**src/rtl/instr_encoder_if.sv**
```systemverilog
`default_nettype none
// ---------------------------------------------------------------------------
// Module      : instr_encoder_if
// Description : Operand-bundle handshake and instruction-memory write port
//               shared between a program source and the instruction encoder.
// Revision    : 1.0 - initial release
// ---------------------------------------------------------------------------
interface instr_encoder_if #(
  parameter int ADDR_W = 6
);
  // operand bundle, valid/ready handshake
  logic              op_valid;
  logic              op_ready;
  logic [2:0]        op_kind;
  logic [4:0]        rs;
  logic [4:0]        rt;
  logic [4:0]        rd;
  logic [4:0]        shamt;
  logic [5:0]        funct;
  logic [15:0]       imm;
  // registered instruction-memory write port
  logic              im_we;
  logic [ADDR_W-1:0] im_addr;
  logic [31:0]       im_wdata;

  // program source: drives bundles, observes the write port
  modport master (
    output op_valid, op_kind, rs, rt, rd, shamt, funct, imm,
    input  op_ready, im_we, im_addr, im_wdata
  );

  // encoder: consumes bundles, drives the write port
  modport slave (
    input  op_valid, op_kind, rs, rt, rd, shamt, funct, imm,
    output op_ready, im_we, im_addr, im_wdata
  );
endinterface
`default_nettype wire

```
**src/rtl/instr_encoder.sv**
```systemverilog
`default_nettype none
// ---------------------------------------------------------------------------
// Module      : instr_encoder
// Description : Packs an operation class plus operand fields into a 32-bit
//               MIPS instruction word and writes the words sequentially into
//               instruction memory, starting at word 0 after each start.
// Revision    : 1.0 - initial release
// ---------------------------------------------------------------------------
module instr_encoder #(
  parameter int DEPTH  = 64,
  parameter int ADDR_W = 6
) (
  input  wire logic         clk,
  input  wire logic         rst_n,
  input  wire logic         start,
  instr_encoder_if.slave    bus,
  output logic [ADDR_W:0]   word_count,
  output logic              done
);

  typedef enum logic [1:0] {
    ST_IDLE = 2'd0,
    ST_LOAD = 2'd1,
    ST_FULL = 2'd2
  } state_t;

  localparam logic [ADDR_W-1:0] c_last_addr = ADDR_W'(DEPTH - 1);

  state_t            r_state;
  logic [ADDR_W-1:0] r_wr_ptr;
  logic [ADDR_W:0]   r_word_count;
  logic              r_done;
  logic              r_we;
  logic [ADDR_W-1:0] r_addr;
  logic [31:0]       r_wdata;

  logic              w_ready;
  logic              w_accept;
  logic [5:0]        w_opc;
  logic [31:0]       w_enc;

  // a start pulse always takes priority over a bundle in the same cycle
  assign w_ready  = (r_state == ST_LOAD) && !start;
  assign w_accept = bus.op_valid && w_ready;

  // operation class to primary opcode
  always_comb begin
    w_opc = 6'b000000;
    case (bus.op_kind)
      3'd0:    w_opc = 6'b000000;  // R
      3'd1:    w_opc = 6'b100011;  // LW
      3'd2:    w_opc = 6'b101011;  // SW
      3'd3:    w_opc = 6'b000100;  // BEQ
      3'd4:    w_opc = 6'b001000;  // ADDI
      3'd5:    w_opc = 6'b001100;  // ANDI
      3'd6:    w_opc = 6'b001101;  // ORI
      3'd7:    w_opc = 6'b001010;  // SLTI
      default: w_opc = 6'b000000;
    endcase
  end

  // field packing; rd/shamt/funct only matter for R, imm only for I-type
  always_comb begin
    w_enc = {w_opc, bus.rs, bus.rt, bus.imm};
    if (bus.op_kind == 3'd0) begin
      w_enc = {6'b000000, bus.rs, bus.rt, bus.rd, bus.shamt, bus.funct};
    end
  end

  // load FSM with registered write port, pointer, count and full flag
  always_ff @(posedge clk or negedge rst_n) begin
    if (!rst_n) begin
      r_state      <= ST_IDLE;
      r_wr_ptr     <= '0;
      r_word_count <= '0;
      r_done       <= 1'b0;
      r_we         <= 1'b0;
      r_addr       <= '0;
      r_wdata      <= '0;
    end else begin
      r_we <= 1'b0;
      case (r_state)
        ST_IDLE: begin
          if (start) begin
            r_state      <= ST_LOAD;
            r_wr_ptr     <= '0;
            r_word_count <= '0;
          end
        end
        ST_LOAD: begin
          if (start) begin
            r_state      <= ST_LOAD;
            r_wr_ptr     <= '0;
            r_word_count <= '0;
          end else if (w_accept) begin
            r_we         <= 1'b1;
            r_addr       <= r_wr_ptr;
            r_wdata      <= w_enc;
            r_wr_ptr     <= r_wr_ptr + 1'b1;
            r_word_count <= r_word_count + 1'b1;
            // the final write and the full flag appear in the same cycle
            if (r_wr_ptr == c_last_addr) begin
              r_state <= ST_FULL;
              r_done  <= 1'b1;
            end
          end
        end
        ST_FULL: begin
          if (start) begin
            r_state      <= ST_LOAD;
            r_wr_ptr     <= '0;
            r_word_count <= '0;
            r_done       <= 1'b0;
          end
        end
        default: begin
          r_state <= ST_IDLE;
        end
      endcase
    end
  end

  assign bus.op_ready = w_ready;
  assign bus.im_we    = r_we;
  assign bus.im_addr  = r_addr;
  assign bus.im_wdata = r_wdata;
  assign word_count   = r_word_count;
  assign done         = r_done;

endmodule
`default_nettype wire
```
**src/flat_wrapper.sv**
```systemverilog
// flat-port wrapper written by rule: the top's interface ports become plain ports
module instr_encoder_flat 
#(
  parameter int DEPTH  = 64,
  parameter int ADDR_W = 6
)
  (clk, rst_n, start, word_count, done, bus_op_valid, bus_op_kind, bus_rs, bus_rt, bus_rd, bus_shamt, bus_funct, bus_imm, bus_op_ready, bus_im_we, bus_im_addr, bus_im_wdata);
  instr_encoder_if #(.ADDR_W(ADDR_W)) bus_i ();
  input  wire logic clk;
  input  wire logic rst_n;
  input  wire logic start;
  output logic [ADDR_W:0] word_count;
  output logic done;
  input wire logic [$bits(bus_i.op_valid)-1:0] bus_op_valid;
  input wire logic [$bits(bus_i.op_kind)-1:0] bus_op_kind;
  input wire logic [$bits(bus_i.rs)-1:0] bus_rs;
  input wire logic [$bits(bus_i.rt)-1:0] bus_rt;
  input wire logic [$bits(bus_i.rd)-1:0] bus_rd;
  input wire logic [$bits(bus_i.shamt)-1:0] bus_shamt;
  input wire logic [$bits(bus_i.funct)-1:0] bus_funct;
  input wire logic [$bits(bus_i.imm)-1:0] bus_imm;
  output wire logic [$bits(bus_i.op_ready)-1:0] bus_op_ready;
  output wire logic [$bits(bus_i.im_we)-1:0] bus_im_we;
  output wire logic [$bits(bus_i.im_addr)-1:0] bus_im_addr;
  output wire logic [$bits(bus_i.im_wdata)-1:0] bus_im_wdata;
  assign bus_i.op_valid = bus_op_valid;
  assign bus_i.op_kind = bus_op_kind;
  assign bus_i.rs = bus_rs;
  assign bus_i.rt = bus_rt;
  assign bus_i.rd = bus_rd;
  assign bus_i.shamt = bus_shamt;
  assign bus_i.funct = bus_funct;
  assign bus_i.imm = bus_imm;
  assign bus_op_ready = bus_i.op_ready;
  assign bus_im_we = bus_i.im_we;
  assign bus_im_addr = bus_i.im_addr;
  assign bus_im_wdata = bus_i.im_wdata;
  instr_encoder #(.DEPTH(DEPTH), .ADDR_W(ADDR_W)) u_core (.clk(clk), .rst_n(rst_n), .start(start), .bus(bus_i), .word_count(word_count), .done(done));
endmodule
```
**config.mk**
```make
export PLATFORM = sky130hd
export DESIGN_NAME = instr_encoder_flat
export DESIGN_NICKNAME = d
export VERILOG_FILES = /design/src/rtl/instr_encoder_if.sv /design/src/rtl/instr_encoder.sv /design/src/flat_wrapper.sv
export SDC_FILE = /design/constraint.sdc
export NUM_CORES = 1
export LEC_CHECK = 0
export CORE_MARGIN = 5
export CORE_UTILIZATION = 44
export CTS_CLUSTER_DIAMETER = 200
export CTS_CLUSTER_SIZE = 24
export DETAILED_ROUTE_END_ITERATION = 10
export PLACE_DENSITY_LB_ADDON = 0.25
export SLEW_MARGIN = 20
export SYNTH_ARGS = -nofsm -noshare
export SYNTH_HDL_FRONTEND = slang
export SYNTH_SLANG_ARGS = --single-unit
```
**constraint.sdc**
```tcl
create_clock -name clk -period 2 [get_ports clk]
set_input_delay 0.3 -clock clk [delete_from_list [all_inputs] [get_ports clk]]
set_output_delay 0.3 -clock clk [all_outputs]
set_load 0.01 [all_outputs]
```
==> out/summary.md, run 1 <==
The number of nets in the synthesized netlist is 283. The pin slew with the least headroom to its limit came out at 0.591 ns. The buffer and inverter count on the worst path came out at 1. In the routed layout, each cell is associated on average with a via count of 5.16.

The arrival time at the worst endpoint is 1.31 ns, and the signed area change from the synthesized netlist to the final layout is 43.2%. The logs give 15.3% for the aggregate global-route resource usage and 0 for the number of antenna violations at the first check in global routing. For the data required time of the critical path, the log shows 1.70 ns. The number of global-route vias before repair is 1,984, and the delay of the slowest cell on the worst path is 0.57 ns. The clock net in this run drives a total of 54 sinks. After filler insertion, the fill cell instance count of the layout stands at 498. The analysis attributes to cell leakage a power of 0.00155 uW.

The global placer's final weighted congestion is 0.886. Yosys mapped the design onto 40 distinct sky130hd cell types. The register area came out at 1350 um2. For the setup skew after layout, the log shows 0.00427 ns. First-pass GRT wire length: 9370 um.

Headroom to the max-slew limit came out at 60.6%. The number of hold-slack violations in the final timing report was 7; the count of yosys warnings during synthesis was 0. The biggest area contributor in the post-synthesis netlist is dfrtp_1. The routed design could run at a clock period as short as 1.61 ns. Once the floorplan was initialized, standard cells occupied 44.8% of the core. The logs give -0.00670 ns for the post-route worst hold slack and 0 for the number of diodes.

The tools report the number of max-slew violations in the final report as 0. The run gives 2,062 as the routed via count. The number of max-capacitance violations reported is 0. TritonCTS built the clock tree.

The residual DRC count came out at 0. Entering global routing, the biggest net connects 44 pins. After floorplanning, the core was sized to cover 5890 um2.

CTS placed an instance of clkbuf_8 at the clock tree root. The wire-length estimate of the detail-placed layout is 4410 um. Clock tree synthesis inserted a total of 5 buffers.

The logs give 97 for the count of pins on the block boundary and 0.623 GHz for the fmax. The power density over the cells came out at 761 nW/um2. After global routing the overflow that remains totals 0.

In this run the post-CTS setup repair buffer count came out at 0. Walking the worst path, the cells encountered are clkdlybuf4s50_1. Count of endpoints failing setup in the final report: 0. Setup repair after global routing left no endpoint under its margin.

The count of mapped cells out of synthesis is 229, and the total number of placement rows is 28. The die is 87.4 um wide. The gate family responsible for the most delay along the worst path was buffers and inverters. The path class of the tightest hold or removal check is in -> async. For the number of nets in the final layout, the log shows 378. In this run the cell area of the synthesized design comes to 2640 um2. The top fanout value on the critical path is 6, and the multi-input gate area in the final layout is 1140 um2. The first routing iteration left 47 violations.

By startpoint and endpoint, the worst setup path is classified as reg -> out. Among all stages on the critical path, the largest delay is contributed by clkdlybuf4s50_1. The part of the Yosys area used for sequential elements was 51.2%; the proportion of layout cells with a drive suffix above 1 was 12.6%. The run gives 0 as the number of nets with antenna violations after detailed routing.

The tools report the final wirelength as 5720 um. The kind of end point of the critical path was an output pin. The number of storage elements in the synthesis netlist is 54, and the synthesized area divided by synthesized cell count is 11.5 um2. The pre-antenna-repair detailed-routing pass consisted of 4 iterations.

For the worst-skew pair, the clock arrives at the later sink with an insertion delay of 0.30 ns. Ranked by total cell area, the synthesized netlist is headed by dfrtp_1 (51%), mux2_4 (8.0%), mux2i_1 (7.2%). The per-cell routed wire length works out to 14.3 um. Clock-pin slew was measured on the worst setup and hold paths at 0.09 ns.

The final reports fail on negative hold slack. The total negative slack came out at 0 ns. For this design, the CTS-stage hold fixing added 0 buffers. The worst-case IR drop observed on VDD is 511 uV. The die covers 7650 um2. The die is 87.4 um tall. Number of levels the H-tree was split into: 2.

The number of I/O port buffers came out at 95. The clock tree buffer depth is 2. The worst setup path is launched from a flip-flop.

The flow ran to the end, but the final reports show violations. The share of Yosys cell area claimed by the top area cell type came out at 51.2%. The period utilization was 80.3%.
power breakdown:
part	leakage, uW	total, uW	switching (uW)	internal, uW
logic	0.000843	806	307	499
registers	0.000658	1370	119	1250
clock network	0.0000524	701	326	375
sequential cells by signal, summed over array words and instances, names as in the netlist:
name	cells
u_core.done	1
u_core.bus.im_we	1
u_core.r_state	2
u_core.r_wr_ptr	6
u_core.bus.im_addr	6
u_core.word_count	7
u_core.bus.im_wdata	31
kinds of logic after synthesis:
group | after synthesis | share of synthesized area, %
AO/OA/AOI/OAI | 47 | 10.7
flip-flops | 54 | 51.2
adder cells (fa/ha/maj) | 5 | 2.37
other | 1 | 0.142
multiplexers | 36 | 16.5
AND/OR/NAND/NOR | 64 | 13.4
buffers and inverters | 22 | 5.74
path summary, 6_finish.rpt:
path | startpoint | endpoint | slack [ns] | cells past startpoint
min | rst_n | u_core.bus.im_wdata[10] | -0.007 | 1
min reg2reg | u_core.bus.im_wdata[16] | u_core.bus.im_wdata[16] | 0.52 | 1
min in group clk | u_core.bus.im_wdata[16] | u_core.bus.im_wdata[16] | 0.52 | 1
max | u_core.word_count[4] | word_count[4] | 0.39 | 1
max reg2reg | u_core.r_state[1] | u_core.bus.im_addr[0] | 0.47 | 3
max in group asynchronous | rst_n | u_core.r_state[0] | 1.43 | 2
layer usage:
layer / share of wire [%] / GRT usage, %
met5: 0 / 0
met4: 0.93 / 3.77
met3: 11 / 4.45
met2: 45 / 25.7
met1: 44 / 19.4
final cells by class:
type	instances	share of cell area [%]
clock buffers	7	2.02
inverters	6	0.596
repair buffers	104	28.2
multi-input cells	153	30.1
well taps	75	2.48
clock inverters	1	0.794
flip-flops and latches	54	35.8
cell usage after synthesis, drive strengths merged:
master	instances
dfrtp	54
a21oi	28
nor2	24
mux2i	19
mux2	17
buf	13
nand2	9
inv	6
nand2b	6
nand3	6
ha	5
o21ai	5
o31ai	5
clkbuf	3
nor2b	3
nor3b	3
nor4	3
nor4b	2
o311ai	2
or4	2
a21bo	1
a21boi	1
a22o	1
a311o	1
and2	1
and4bb	1
conb	1
nand4	1
nand4bb	1
o211ai	1
o21a	1
o311a	1
or2	1
or3	1
cells in the final DEF (no fill, tap or decap), drive strengths merged, types with 2 or more instances in the layout:
cell type / n
nand2b: 6
o311ai: 2
nand2: 9
inv: 6
ha: 5
dfrtp: 54
nor3b: 3
clkbuf: 7
nor2: 24
nand3: 6
o21ai: 5
a21oi: 28
mux2i: 19
nor2b: 3
nor4: 3
mux2: 17
or4: 2
o31ai: 5
clkdlybuf4s50: 93
buf: 10
nor4b: 2
repair_timing:
action / CTS / global route
gates resized for setup: 0 / 2
endpoints found under the setup margin: 0 / 1
endpoints found under the hold margin: 0 / 0
per-stage QoR:
step | worst slack (ns) | area, um2 | total power (uW) | cells | utilization, %
final | 0.394 | 3780 | 2880 | 400 | 64.2
after global routing | 0.320 | 3780 | 3070 | 400 | 64.2
after CTS | 0.0658 | 3780 | 2930 | 400 | 64.2
after detailed placement | 0.0700 | 3670 | 2210 | 392 | 62.4
after global placement | 0.0946 | 3670 | 2190 | 392 | 62.4
after floorplan | 0.554 | 2640 | 1730 | 229 | -
No activity file was read; power rests on OpenSTA's default activity.
==> run 2: changes to the inputs <==
==> constraint.sdc (replaced) <==
create_clock -name clk -period 1.5 [get_ports clk]
set_input_delay 0.225 -clock clk [delete_from_list [all_inputs] [get_ports clk]]
set_output_delay 0.225 -clock clk [all_outputs]
set_load 0.01 [all_outputs]
==> run 2 against run 1 <==
Effect of this change: the flow now finishes without violations; hold slack gained 0.44 ns; critical path depth grew 2; sequential share of layout area down 2.0 points; setup slack got worse by 0.35 ns; combinational power is 49% higher; highest routed layer unchanged.
==> out/summary.md, run 2 (synthesis gave the netlist of run 1 again) <==
The flow ran to the end, and the final reports show no timing, DRC or antenna violations. The number of cells in the finished layout apart from fillers is 424 (was 400), and the number of flip-flops under the largest register name is 31 (unchanged). Critical path, cell by cell: and4bb_2 > buf_4 > mux2_2 (was clkdlybuf4s50_1).

The leading cell type in the layout, fill and taps excluded is clkdlybuf4s50_1 (unchanged). The worst min-delay path class was in -> async (unchanged). The total number of cells along the worst setup path works out to 3 (was 1). The logs give 97 (unchanged) for the count of pins on the block boundary and 6190 um (was 5720 um) for the final wirelength.

Sort of element at the start of the critical path: a flip-flop (unchanged). The delay of the slowest cell on the worst path was 0.46 ns (was 0.57 ns); the number of sinks driven by the clock tree was 54 (unchanged). The data required time of the critical path is 1.69 ns (was 1.70 ns), and the worst reg2reg path depth is 3 (unchanged).

Number of I/O port buffers: 95 (unchanged). The sequential group share of total power is 45.3% (was 47.6%). The minimum setup slack in the final design is 0.0436 ns (was 0.394 ns). The run gives 0.04 ns (was 0.47 ns) as the register-to-register setup slack. The per-cell routed wire length is 14.6 um (was 14.3 um).

The register clock-pin slew on the reported worst setup and hold paths is 0.10 ns (was 0.09 ns). The clock network latency to the later pin of the worst-skew pair was 0.30 ns (about the same); the global placer's final weighted congestion was 0.797 (was 0.886). The portion of total power attributed to the clock network is 24.4% (about the same), and the number of diodes is 0 (unchanged). The number of fillers in the final layout came out at 460 (was 498). For the number of max-slew violations in the final report, the log shows 0 (unchanged). For the total placed instance area, the log shows 3790 um2 (was 3670 um2). The logs give 4530 um (was 4410 um) for the HPWL reported at the end of detailed placement and 7650 um2 (unchanged) for the area enclosed by the die boundary. The power dissipated by switching net loads came out at 1060 uW (was 752 uW). The setup skew after layout is 0.00629 ns (was 0.00427 ns). The tools report the startpoint of the most critical register-to-register path as u_core.r_state[1] (unchanged). Number of nets in the final layout: 402 (was 378). The tools report the post-route worst hold slack as 0.438 ns (was -0.00670 ns).

The signed area change from the synthesized netlist to the final layout works out to 51.9% (was 43.2%). Commonest non-fill, non-tap cells in the layout: clkdlybuf4s50_1 (84), dfrtp_1 (52), a21oi_1 (28) (was clkdlybuf4s50_1 (93), dfrtp_1 (53), a21oi_1 (28)). The tools report the kind of end point of the critical path as a flip-flop (was an output pin). The worst vdd rail ir drop is 652 uV (was 511 uV).

The worst-case setup slack after placement is -0.273 ns (was 0.0700 ns). Number of global-route vias before repair: 2,075 (was 1,984). The routed via count came out at 2,128 (was 2,062). The run gives 0 (was 7) as the number of hold-slack violations in the final timing report.

First-pass GRT wire length: 9430 um (was 9370 um). The logs give 55 (was 44) for the pin count of the biggest net entering global routing and 0.687 GHz for the fmax. The tools report the post-layout total power as 3960 uW (was 2880 uW). Category of the most critical setup path: reg -> reg (was reg -> out).

For the clock tree buffer depth, the log shows 2 (unchanged). The gate family responsible for the most delay along the worst path was flip-flops (was buffers and inverters). The total number of placement rows was 28 (unchanged). The count of endpoints failing setup in the final report is 0 (unchanged).

The cell with the biggest individual delay on the critical path is dfrtp_2 (was clkdlybuf4s50_1). The power density over the cells is 987 nW/um2 (was 761 nW/um2). For the residual DRC count, the log shows 0 (unchanged). The run gives 410 (was 392) as the cell total after placement. The violation count after the first detailed-routing iteration was 21 (was 47).

For the number of levels the H-tree was split into, the log shows 2 (unchanged). Critical path startpoint: u_core.r_state[1] (was u_core.word_count[4]). The clock root buffer was clkbuf_8 (unchanged). Post-route cell area: 4010 um2 (was 3780 um2).

The proportion of layout cells with a drive suffix above 1 is 20.1% (was 12.6%), and the period utilization is 97.1%. The detailed-router iteration count before antenna repair was 4 (unchanged); the share of total power consumed by net switching was 26.7% (was 26.1%). The top fanout value on the critical path works out to 8 (was 6). The mean number of vias per cell was 5.02 (was 5.16); the final critical delay including setup and external delays was 1.46 ns. The capture point of the worst reg-to-reg path was u_core.bus.im_wdata[18] (was u_core.bus.im_addr[0]).

For the static leakage, the log shows 0.00177 uW (was 0.00155 uW). The clock buffer count from CTS was 5 (unchanged). Die width: 87.4 um (unchanged).

For the number of antenna violations at the first check in global routing, the log shows 0 (unchanged). The tools report the number of max-capacitance violations reported as 0 (unchanged). The remaining global-route overflow was 0 (unchanged).

Arrival time at the worst endpoint: 1.65 ns (was 1.31 ns). The aggregate global-route resource usage is 15.4% (was 15.3%), and the buffer and inverter count on the worst path is 1 (unchanged). The combinational cell fraction of total power was 30.3% (was 28.0%); the starting utilization of the core area was 44.8% (unchanged). The die boundary height is 87.4 um (unchanged), and the area of the core is 5890 um2 (unchanged).

The internal power component is 2900 uW (was 2120 uW). The number of nets with antenna violations after detailed routing was 0 (unchanged). TritonCTS built the clock tree.
-- run 2: worst reg2reg max path: cells and delay by family (launching register included) --
kind	cells	cell delay, ns
buf+inv	1	0.19
flops	1	0.46
mux	1	0.35
simple gates	1	0.35
-- run 2: per-layer routing --
| layer | up-vias | GRT usage [%] | wire (um) |
|---|---|---|---|
| li1 | 1042 | - | - |
| met2 | 84 | 26.3 | 2800 |
| met1 | 995 | 18.7 | 2660 |
| met4 | 0 | 3.77 | 73 |
| met5 | - | 0 | 0 |
| met3 | 7 | 5.30 | 648 |
-- run 2: how the worst max path moves through the flow --
stage / to / slack (ns)
final: u_core.bus.im_wdata[18] / 0.04
after global routing: u_core.bus.im_wdata[6] / -0.0006
after CTS: u_core.bus.im_wdata[18] / 0.009
after detailed placement: u_core.word_count[4] / -0.27
after global placement: u_core.bus.im_wdata[9] / -0.23
after floorplan: u_core.bus.im_addr[0] / 0.09
-- run 2: metrics by stage --
step | utilization [%] | TNS [ns]
3_3_place_gp | 64.4 | -9.71
6_report | 68.1 | 0
5_1_grt | 68.1 | -0.000562
3_5_place_dp | 64.4 | -10.56
4_1_cts | 66.9 | 0
2_1_floorplan | - | 0
-- run 2: power groups by stage --
| stage | registers, uW | clock network [uW] | logic, uW |
|---|---|---|---|
| final | 1790 | 966 | 1200 |
| after global routing | 1820 | 1060 | 1300 |
| after CTS | 1790 | 1000 | 1220 |
| after detailed placement | 1820 | 0 | 1220 |
| after global placement | 1810 | 0 | 1190 |
| after floorplan | 1920 | 0 | 381 |
-- run 2: final cells by class --
type / instances / area [um2] / share of cell area (%)
multi-input cells: 153 / 1150 / 28.8
inverters: 6 / 22.5 / 0.562
repair buffers: 128 / 1270 / 31.8
flip-flops and latches: 54 / 1350 / 33.8
clock inverters: 2 / 37.5 / 0.937
well taps: 75 / 93.8 / 2.34
clock buffers: 6 / 72.6 / 1.81
-- run 2: what timing repair did --
| item | 4_1_cts | 5_1_grt |
|---|---|---|
| setup endpoints to repair | 17 | 28 |
| gates resized for setup | 5 | 17 |
| cloned | 0 | 1 |
| hold buffers | 1 | 0 |
| setup buffers | 3 | 1 |
| endpoints found under the hold margin | 54 | 0 |
==> patch: new RTL, flow settings as in run 1 <==
`DEPTH` is set to 64 in 2 places; all go to 48.
--- a/src/rtl/instr_encoder.sv
+++ b/src/rtl/instr_encoder.sv
@@ -7,7 +7,7 @@
 // Revision    : 1.0 - initial release
 // ---------------------------------------------------------------------------
 module instr_encoder #(
-  parameter int DEPTH  = 64,
+  parameter int DEPTH  = 48,
   parameter int ADDR_W = 6
 ) (
   input  wire logic         clk,
--- a/src/flat_wrapper.sv
+++ b/src/flat_wrapper.sv
@@ -1,7 +1,7 @@
 // flat-port wrapper written by rule: the top's interface ports become plain ports
 module instr_encoder_flat 
 #(
-  parameter int DEPTH  = 64,
+  parameter int DEPTH  = 48,
   parameter int ADDR_W = 6
 )
   (clk, rst_n, start, word_count, done, bus_op_valid, bus_op_kind, bus_rs, bus_rt, bus_rd, bus_shamt, bus_funct, bus_imm, bus_op_ready, bus_im_we, bus_im_addr, bus_im_wdata);
Check against the original RTL: same outputs for any inputs over 10 cycles, from zero or initial values and one cycle with rst_n low; that may be too few to reach the edited logic, so the function may still have changed.
==> patch against run 1 <==
- hold slack improved by 0.11 ns
- die area about the same
- sequential cell count unchanged
- routed wire length increased by 1.6%
- worst setup slack improved by 0.013 ns
- via count decreased by 2.2%
- first-iteration DRC count increased by 38%
- area after synthesis about the same
- final area decreased by 0.17%
- sequential share of layout area about the same
- cell count decreased by 0.25%
- total power decreased by 2.8%
- register-to-register slack got worse by 0.03 ns
- critical path type is now input pin to flip-flop
==> patch: results (changes against run 1) <==
[status]
outcome = finished, final reports clean

[drt]
highest-signal-layer = met4
drt_iter0_drcs = 65  ; +38%
finalWirelength_um = 5815  ; +1.6%
routedWlPerCell_um = 14.57  ; +1.9%
routed_metal_1_wire_length_um = 2458  ; -1.6%
route.met3.wl_um = 417  ; -32%
via_total_after_detailed_routing = 2017  ; -2.2%
met2_wirelength_um = 2870  ; +12%
detailedRoute.firstPassIterationCount = 4  ; unchanged

[clock_tree]
clock_latency_ns = 0.30  ; about the same
cts-buffers-inserted = 5  ; unchanged
cts-htree-levels = 2  ; unchanged
ctsRootBufferMaster = clkbuf_8
cts.path.max_buffers = 2  ; unchanged
cts-resized-gates = 0  ; unchanged
clock_transition_at_the_registers_of_the_reported_paths_ns = 0.09  ; about the same

[grt]
grt_max_degree = 55  ; +25%
globalRouteMet1Util_pct = 19.71  ; +0.29 points
groute.usage.overall_pct = 15.61  ; +0.29 points
gr-usage-met3_pct = 3.879  ; -0.57 points
antenna_found_initial = 0  ; unchanged
grtUsageMet2_pct = 25.96  ; +0.27 points
grt_pass1_vias = 2002  ; +0.91%
grt_first_pass_wirelength_um = 9356  ; -0.15%

[placed_design]
post_dp_cell_area_um2 = 3676  ; +0.17%
sum_of_net_half_perimeters_after_detailed_placement_um = 4409  ; about the same
pre_cts_ws_ns = 0.06667  ; -0.003372 ns
post-place-cells = 391  ; -0.26%
routabilityCongestion = 0.7553  ; -15%

[synthesis]
dominantRegCellSynth = dfrtp_1
syn-mean-instance-area_um2 = 11.62  ; +0.83%
synthesis.nets = 281  ; -0.71%
synth_area_leaders = dfrtp_1 (51%), mux2i_1 (7.2%), mux2_4 (6.8%)
synth-async-reset-ratio_pct = 100.0  ; unchanged
ys_types = 40  ; unchanged
most_frequent_cells_after_synthesis = dfrtp_1 (54), a21oi_1 (26), nor2_1 (25)
ys_seq_area_share_pct = 51.23  ; about the same

[final_layout]
nNetsFinal = 377  ; -0.26%
layout.filler_cells = 496  ; -0.40%
post_route_cells_drive_above_1_share_pct = 13.89  ; +1.3 points
multiInputGateArea_um2 = 1114  ; -2.2%

[critical_path]
setup.reg_to_reg.worst_slack_ns = 0.44  ; -0.03 ns
worst-endpoint-arrival_ns = 1.82  ; +0.51 ns
cp_max_fo = 11  ; +5

[power]
internal_power_mw = 2.028  ; -4.5%
power_leakage_nw = 1.578  ; +1.5%
vdd_drop_max_mv = 0.4522  ; -11%

[sta]
worst_skew_ns = 0.003851  ; -0.0004194 ns
hold_ws_ns = 0.1011  ; +0.1078 ns
worstMarginPinSlew_ns = 0.6713  ; +0.08026 ns
layout_min_cycle_time_ns = 1.593  ; -0.01275 ns

patch: worst paths after layout:
path                                                          start                             endpoint  depth (start not counted)
worst min register to register  u_core.bus.im_wdata[21]$_DFFE_PN0P_  u_core.bus.im_wdata[21]$_DFFE_PN0P_                          1
worst min-delay path                                          rst_n     u_core.word_count[3]$_DFFE_PN0P_                          2
worst max-delay path                                          start     u_core.word_count[5]$_DFFE_PN0P_                          6
worst max register to register        u_core.r_state[0]$_DFFE_PN0P_     u_core.word_count[5]$_DFFE_PN0P_                          4
min in group clk                u_core.bus.im_wdata[21]$_DFFE_PN0P_  u_core.bus.im_wdata[21]$_DFFE_PN0P_                          1
max in group asynchronous                                     rst_n       u_core.r_wr_ptr[3]$_DFFE_PN0P_                          2
patch: critical path, cell delays in order:
cell and delay [ns]:
clkdlybuf4s50_1 0.55, buf_12 0.14, a21oi_2 0.08, buf_4 0.20, nor4_2 0.33, mux2i_1 0.22
patch: layout make-up:
| type | count | area share (%) |
|---|---|---|
| clock buffer | 6 | 2.188 |
| multi-input combinational | 149 | 29.51 |
| clock inverter | 2 | 0.3316 |
| timing repair buffer | 106 | 28.98 |
| inverter | 7 | 0.6963 |
| sequential | 54 | 35.81 |
| tap | 75 | 2.487 |
patch: kinds of logic after synthesis:
group                    synth area share, %
AND/OR/NAND/NOR                        12.57
flip-flops                             51.23
AO/OA/AOI/OAI                          10.86
multiplexers                           16.18
buffers and inverters                  6.642
adder cells (fa/ha/maj)                2.372
other                                 0.1422
patch: power by group through the flow:
stage	Sequential (mW)	Clock, mW	Combinational [mW]
finish	1.36	0.629	0.805
global route	1.39	0.702	0.879
CTS	1.36	0.652	0.821
detailed placement	1.39	0	0.818
global placement	1.38	0	0.805
floorplan	1.44	0	0.287
